--- config.mk ---
export PLATFORM = sky130hd
export DESIGN_NAME = uart_rx_oversampled
export DESIGN_NICKNAME = d
export VERILOG_FILES = /design/src/rtl/definitions_pkg.sv /design/src/rtl/uart_rx_sync.sv /design/src/rtl/uart_rx_oversampled.sv
export SDC_FILE = /design/constraint.sdc
export NUM_CORES = 1
export LEC_CHECK = 0
export ABC_AREA = 1
export BUFFER_PORTS_ARGS = -buffer_cell sky130_fd_sc_hd__buf_4
export CELL_PAD_IN_SITES_DETAIL_PLACEMENT = 1
export CELL_PAD_IN_SITES_GLOBAL_PLACEMENT = 2
export CORE_ASPECT_RATIO = 1.4
export CORE_MARGIN = 8
export CORE_UTILIZATION = 34
export DETAILED_ROUTE_END_ITERATION = 10
export PLACE_DENSITY = 0.77
export SYNTH_ARGS = -nofsm -noshare
export SYNTH_HDL_FRONTEND = slang
export SYNTH_SLANG_ARGS = --single-unit
--- constraint.sdc ---
create_clock -name clk -period 1.87 [get_ports clk]
set_input_delay 0.187 -clock clk [delete_from_list [all_inputs] [get_ports clk]]
set_output_delay 0.187 -clock clk [all_outputs]
set_load 0.005 [all_outputs]
--- src/rtl/definitions_pkg.sv ---
// Shared UART definitions (oversample rate, mid-bit point, rx state enum) for receiver and transmitter.
// RX_PARITY_EN adds the PARITY state to the rx state enum.
// No logic, no latency, no backpressure.
package definitions_pkg;

    localparam int         OVERSAMPLE_RATE = 16;
    localparam logic [3:0] START_MID       = 4'd7;
    localparam logic [3:0] TICK_LAST       = 4'(OVERSAMPLE_RATE - 1);

    typedef enum logic [2:0] {
        RX_IDLE,
        RX_START,
        RX_DATA,
`ifdef RX_PARITY_EN
        RX_PARITY,
`endif
        RX_STOP
    } rx_state_t;

    function automatic logic even_parity(input logic [7:0] d);
        return ^d;
    endfunction

endpackage

--- src/rtl/uart_rx_sync.sv ---
// Multi-flop synchronizer for the asynchronous serial line; flops reset to idle-high.
// Latency: SYNC_STAGES clk cycles.
// No backpressure: samples every clk.
module uart_rx_sync #(
    parameter int SYNC_STAGES = 2
) (
    input  logic clk,
    input  logic rstN,
    input  logic rx_in,
    output logic rx_s
);

    logic [SYNC_STAGES-1:0] r_sync;

    always_ff @(posedge clk or negedge rstN) begin
        if (!rstN) begin
            r_sync <= '1;
        end else begin
            r_sync <= {r_sync[SYNC_STAGES-2:0], rx_in};
        end
    end

    assign rx_s = r_sync[SYNC_STAGES-1];

endmodule

--- src/rtl/uart_rx_oversampled.sv ---
// 8N1 UART receiver on a 16x oversample tick; optional even parity bit with RX_PARITY_EN.
// Latency: rx_done/err/parity_err pulse one clk after the stop-bit mid-point tick.
// No backpressure: each frame result is a single-cycle pulse and must be consumed when presented.
module uart_rx_oversampled
    import definitions_pkg::*;
#(
    parameter int SYNC_STAGES = 2
) (
    input  logic       clk,
    input  logic       rstN,
    input  logic       s_tick,
    input  logic       rx_in,
    output logic [7:0] rx_data,
    output logic       rx_done,
    output logic       busy,
    output logic       err,
    output logic       parity_err
);

    logic       w_rx_s;
    rx_state_t  r_state;
    logic [3:0] r_s;
    logic [2:0] r_n;
    logic [7:0] r_shift;
    logic [7:0] r_rx_data;
    logic       r_rx_done;
    logic       r_err;
    logic       r_busy;
`ifdef RX_PARITY_EN
    logic       r_par_bad;
    logic       r_parity_err;
`endif

    uart_rx_sync #(.SYNC_STAGES(SYNC_STAGES)) u_sync (
        .clk   (clk),
        .rstN  (rstN),
        .rx_in (rx_in),
        .rx_s  (w_rx_s)
    );

    always_ff @(posedge clk or negedge rstN) begin
        if (!rstN) begin
            r_state   <= RX_IDLE;
            r_s       <= '0;
            r_n       <= '0;
            r_shift   <= '0;
            r_rx_data <= '0;
            r_rx_done <= 1'b0;
            r_err     <= 1'b0;
            r_busy    <= 1'b0;
`ifdef RX_PARITY_EN
            r_par_bad    <= 1'b0;
            r_parity_err <= 1'b0;
`endif
        end else begin
            r_rx_done <= 1'b0;
            r_err     <= 1'b0;
`ifdef RX_PARITY_EN
            r_parity_err <= 1'b0;
`endif
            if (s_tick) begin
                case (r_state)
                    RX_IDLE: begin
                        if (!w_rx_s) begin
                            r_state <= RX_START;
                            r_s     <= '0;
                            r_busy  <= 1'b1;
`ifdef RX_PARITY_EN
                            r_par_bad <= 1'b0;
`endif
                        end
                    end
                    RX_START: begin
                        if (r_s == START_MID) begin
                            r_s <= '0;
                            if (!w_rx_s) begin
                                r_state <= RX_DATA;
                                r_n     <= '0;
                            end else begin
                                // line went high again before mid-bit: treat as glitch
                                r_state <= RX_IDLE;
                                r_busy  <= 1'b0;
                            end
                        end else begin
                            r_s <= r_s + 4'd1;
                        end
                    end
                    RX_DATA: begin
                        if (r_s == TICK_LAST) begin
                            r_s     <= '0;
                            r_shift <= {w_rx_s, r_shift[7:1]};
                            if (r_n == 3'd7) begin
`ifdef RX_PARITY_EN
                                r_state <= RX_PARITY;
`else
                                r_state <= RX_STOP;
`endif
                            end else begin
                                r_n <= r_n + 3'd1;
                            end
                        end else begin
                            r_s <= r_s + 4'd1;
                        end
                    end
`ifdef RX_PARITY_EN
                    RX_PARITY: begin
                        if (r_s == TICK_LAST) begin
                            r_s       <= '0;
                            r_par_bad <= (w_rx_s != even_parity(r_shift));
                            r_state   <= RX_STOP;
                        end else begin
                            r_s <= r_s + 4'd1;
                        end
                    end
`endif
                    RX_STOP: begin
                        if (r_s == TICK_LAST) begin
                            // decide at stop mid-bit so a back-to-back start edge is not missed
                            r_s     <= '0;
                            r_state <= RX_IDLE;
                            r_busy  <= 1'b0;
                            if (!w_rx_s) begin
                                r_err <= 1'b1;
`ifdef RX_PARITY_EN
                            end else if (r_par_bad) begin
                                r_parity_err <= 1'b1;
`endif
                            end else begin
                                r_rx_data <= r_shift;
                                r_rx_done <= 1'b1;
                            end
                        end else begin
                            r_s <= r_s + 4'd1;
                        end
                    end
                    default: begin
                        r_state <= RX_IDLE;
                        r_busy  <= 1'b0;
                    end
                endcase
            end
        end
    end

    assign rx_data = r_rx_data;
    assign rx_done = r_rx_done;
    assign busy    = r_busy;
    assign err     = r_err;
`ifdef RX_PARITY_EN
    assign parity_err = r_parity_err;
`else
    assign parity_err = 1'b0;
`endif

endmodule

==> impl_metrics.json <==
{
  "status": "finished clean",
  "die_h_um": 93.6,
  "critPathLaunchType": "flop",
  "drv_cap": 0,
  "drt-pass1-iter-count": 4,
  "p_int_mw": 1.31,
  "grt_pass1_vias": 1218,
  "grt_pass1_wl_um": 5620,
  "antenna_found_initial": 0,
  "rsz0062_at_grt": "no",
  "p_comb_share_pct": 27.1,
  "drive_above_1_share_pct": 24.9,
  "path_clk_slew_ns": 0.07,
  "synth_top_family_by_area": "simple AND/OR/NAND/NOR gates",
  "finalHoldViolCount": 0,
  "synthSimpleGateAreaFrac_pct": 27.3,
  "grt_usage_pct": 10.7,
  "syn_to_final_growth_pct": 17.3,
  "vias": 1123,
  "ctsHtreeMaxLevel": 2,
  "use_met1_pct": 10.5,
  "synth_compound_area_share_pct": 9.66,
  "root_buffer": "clkbuf_8",
  "cts_setup_buffers": 0,
  "leakagePower_nw": 0.885,
  "final_common_cell": "nand2_1",
  "hold_path_class": "in2reg",
  "post-route-period-util_pct": 83.1,
  "cts-resized-gates": 0,
  "insertedDiodeCount": 0,
  "place_congestion": 0.765,
  "yosys-top-cells-area": "dfrtp_1 (48%), nand2_1 (15%), o21ai_2 (9.0%), inv_1 (5.1%), nand3_1 (3.8%)",
  "hpwl_um": 2380,
  "max_stage_delay_ns": 0.40,
  "ys.flop_type": "dfrtp_1",
  "fin_setup_tns_ns": 0,
  "fmax_mhz": 643,
  "synth_top_area_cell": "dfrtp_1",
  "dieArea_mm2": 0.00669,
  "syn-cell-area_mm2": 0.00146,
  "synth.distinct_cells": 22,
  "synthArstFlopShare_pct": 100,
  "worstPathCellList": "ha_1 > nand3_2 > nor2_4 > nand2_2 > nand2_1 > o21ai_2",
  "clkLatencyLatePin_ns": 0.28,
  "cp_max_fo": 16,
  "critPathCaptureType": "flop",
  "cp_slowest_cell": "dfrtp_1",
  "portBuffers": 14,
  "skew_ns": 0.00643,
  "fin_util_pct": 41.2,
  "core_mm2": 0.00417,
  "vdd_drop_max_v": 0.000591,
  "postCtsHoldBufs": 1,
  "syn_avg_cell_area_um2": 8.66,
  "yosysWarningCount": 0,
  "numCtsBuffers": 5,
  "wl_um": 3170,
  "setup-violations-final": 0,
  "post-route-min-period_ns": 1.55,
  "synthCells": 169,
  "dieWidth_um": 71.5,
  "muxShareOfSynthArea_pct": 0,
  "synth.top_cell.area_share_pct": 47.9,
  "synth_edf_count": 0,
  "met2_usage_pct": 19.4,
  "p_switching_uw": 728,
  "row_count": 28,
  "gr-total-overflow": 0,
  "routed_via_density": 4.80,
  "fin_total_pwr_mw": 2.04,
  "pwr-share-clk_pct": 31.3,
  "seqPwrFrac_pct": 41.6,
  "gr-max-usage-layer": "met2",
  "ios": 16,
  "swShare_pct": 35.7,
  "power_density_mw_per_mm2": 1190,
  "drcViolationCount": 0,
  "synth-seq-area-share_pct": 51.5,
  "initial_core_util_pct": 35.1,
  "met3_usage_pct": 3.85,
  "cts.sinks": 30,
  "slew_violations": 0,
  "drt-initial-drc-count": 49,
  "crit_type": "reg2reg",
  "synth_seq_cells": 30,
  "nets": 195,
  "crit_required_ns": 2.03,
  "arrival_ns": 1.71,
  "route.antenna.remaining_nets": 0,
  "wl_per_cell_um": 13.6,
  "clockBufferDepth": 2,
  "synth_fa_ha_area_share_pct": 2.56,
  "synth_fp_nets": 176,
  "grt_max_degree": 31,
  "final_cell_mix": "nand2_1 (58), dfrtp_1 (28), inv_1 (20), o21ai_2 (15), buf_4 (14)",
  "synthXorXnorAreaFrac_pct": 0.598,
  "tritoncts": "done"
}
==> kinds of logic (layout without fill, tap and decap cells) <==
family	Yosys count	in the layout
AND/OR/NAND/NOR	91	91
adder cells (fa/ha/maj)	3	3
flip-flops	30	30
buffers and inverters	26	46
other	1	1
XOR/XNOR	1	1
AO/OA/AOI/OAI	17	17
==> worst paths after layout <==
kind,slack [ns],end,cells after the start,start
setup / recovery,0.32,r_shift[5]$_DFFE_PN0P_,6,r_s[0]$_DFFE_PN0P_
min in group asynchronous,0.38,r_n[1]$_DFFE_PN0P_,2,rstN
hold / removal,0.21,r_s[1]$_DFFE_PN0P_,3,s_tick
hold reg to reg,0.36,u_sync.r_sync[1]$_DFF_PN1_,0,u_sync.r_sync[0]$_DFF_PN1_
setup reg to reg,0.32,r_shift[5]$_DFFE_PN0P_,6,r_s[0]$_DFFE_PN0P_
max in group asynchronous,1.17,u_sync.r_sync[0]$_DFF_PN1_,2,rstN
==> worst max-delay path: cells and delay by family (launching register included) <==
kind            cells  cell delay (ns)
simple gates        4             0.72
flops               1             0.40
fa+ha+maj           1             0.25
compound gates      1             0.06
==> registers in the layout (all words and copies together) (netlist names) <==
| name | count |
|---|---|
| busy | 1 |
| r_n | 3 |
| u_sync.r_sync | 2 |
| r_state | 2 |
| rx_done | 1 |
| rx_data | 8 |
| r_shift | 8 |
| r_s | 4 |
| err | 1 |
==> layout make-up <==
class,instances,area (um2)
timing repair buffer,16,125
clock inverter,3,40.0
clock buffer,5,68.8
fill,508,2450
sequential,30,753
tap,45,56.3
multi-input combinational,113,591
inverter,22,82.6
==> per-stage QoR <==
stage               setup WS, ns  std cells  hold WS [ns]  area (um2)
global route               0.170        234         0.217        1720
global placement           0.409        224         0.138        1590
finish                     0.315        234         0.211        1720
detailed placement         0.308        224         0.143        1590
floorplan                  0.533        169        -0.109        1460
CTS                        0.300        233      0.000321        1710
==> cells in the mapped netlist, types with 2 or more instances <==
library cell / n
a21oi_1: 2
buf_4: 2
buf_6: 2
dfrtp_1: 28
dfstp_2: 2
ha_1: 3
inv_1: 20
inv_2: 2
nand2_1: 58
nand2_2: 2
nand3_1: 11
nor2_1: 13
o21ai_2: 15
==> power by group through the flow <==
stage / clock network, mW / registers, mW / logic [mW]
floorplan: 0 / 0.810 / 0.438
global placement: 0 / 0.852 / 0.533
detailed placement: 0 / 0.857 / 0.553
CTS: 0.661 / 0.845 / 0.566
global route: 0.697 / 0.858 / 0.649
finish: 0.638 / 0.847 / 0.552
==> layer usage <==
layer	vias to the layer above	wire, um
met2	19	1750
met4	0	48
met5	-	0
met1	541	1240
met3	6	132
li1	557	-
Note: power is estimated with default switching activity, not from simulation.
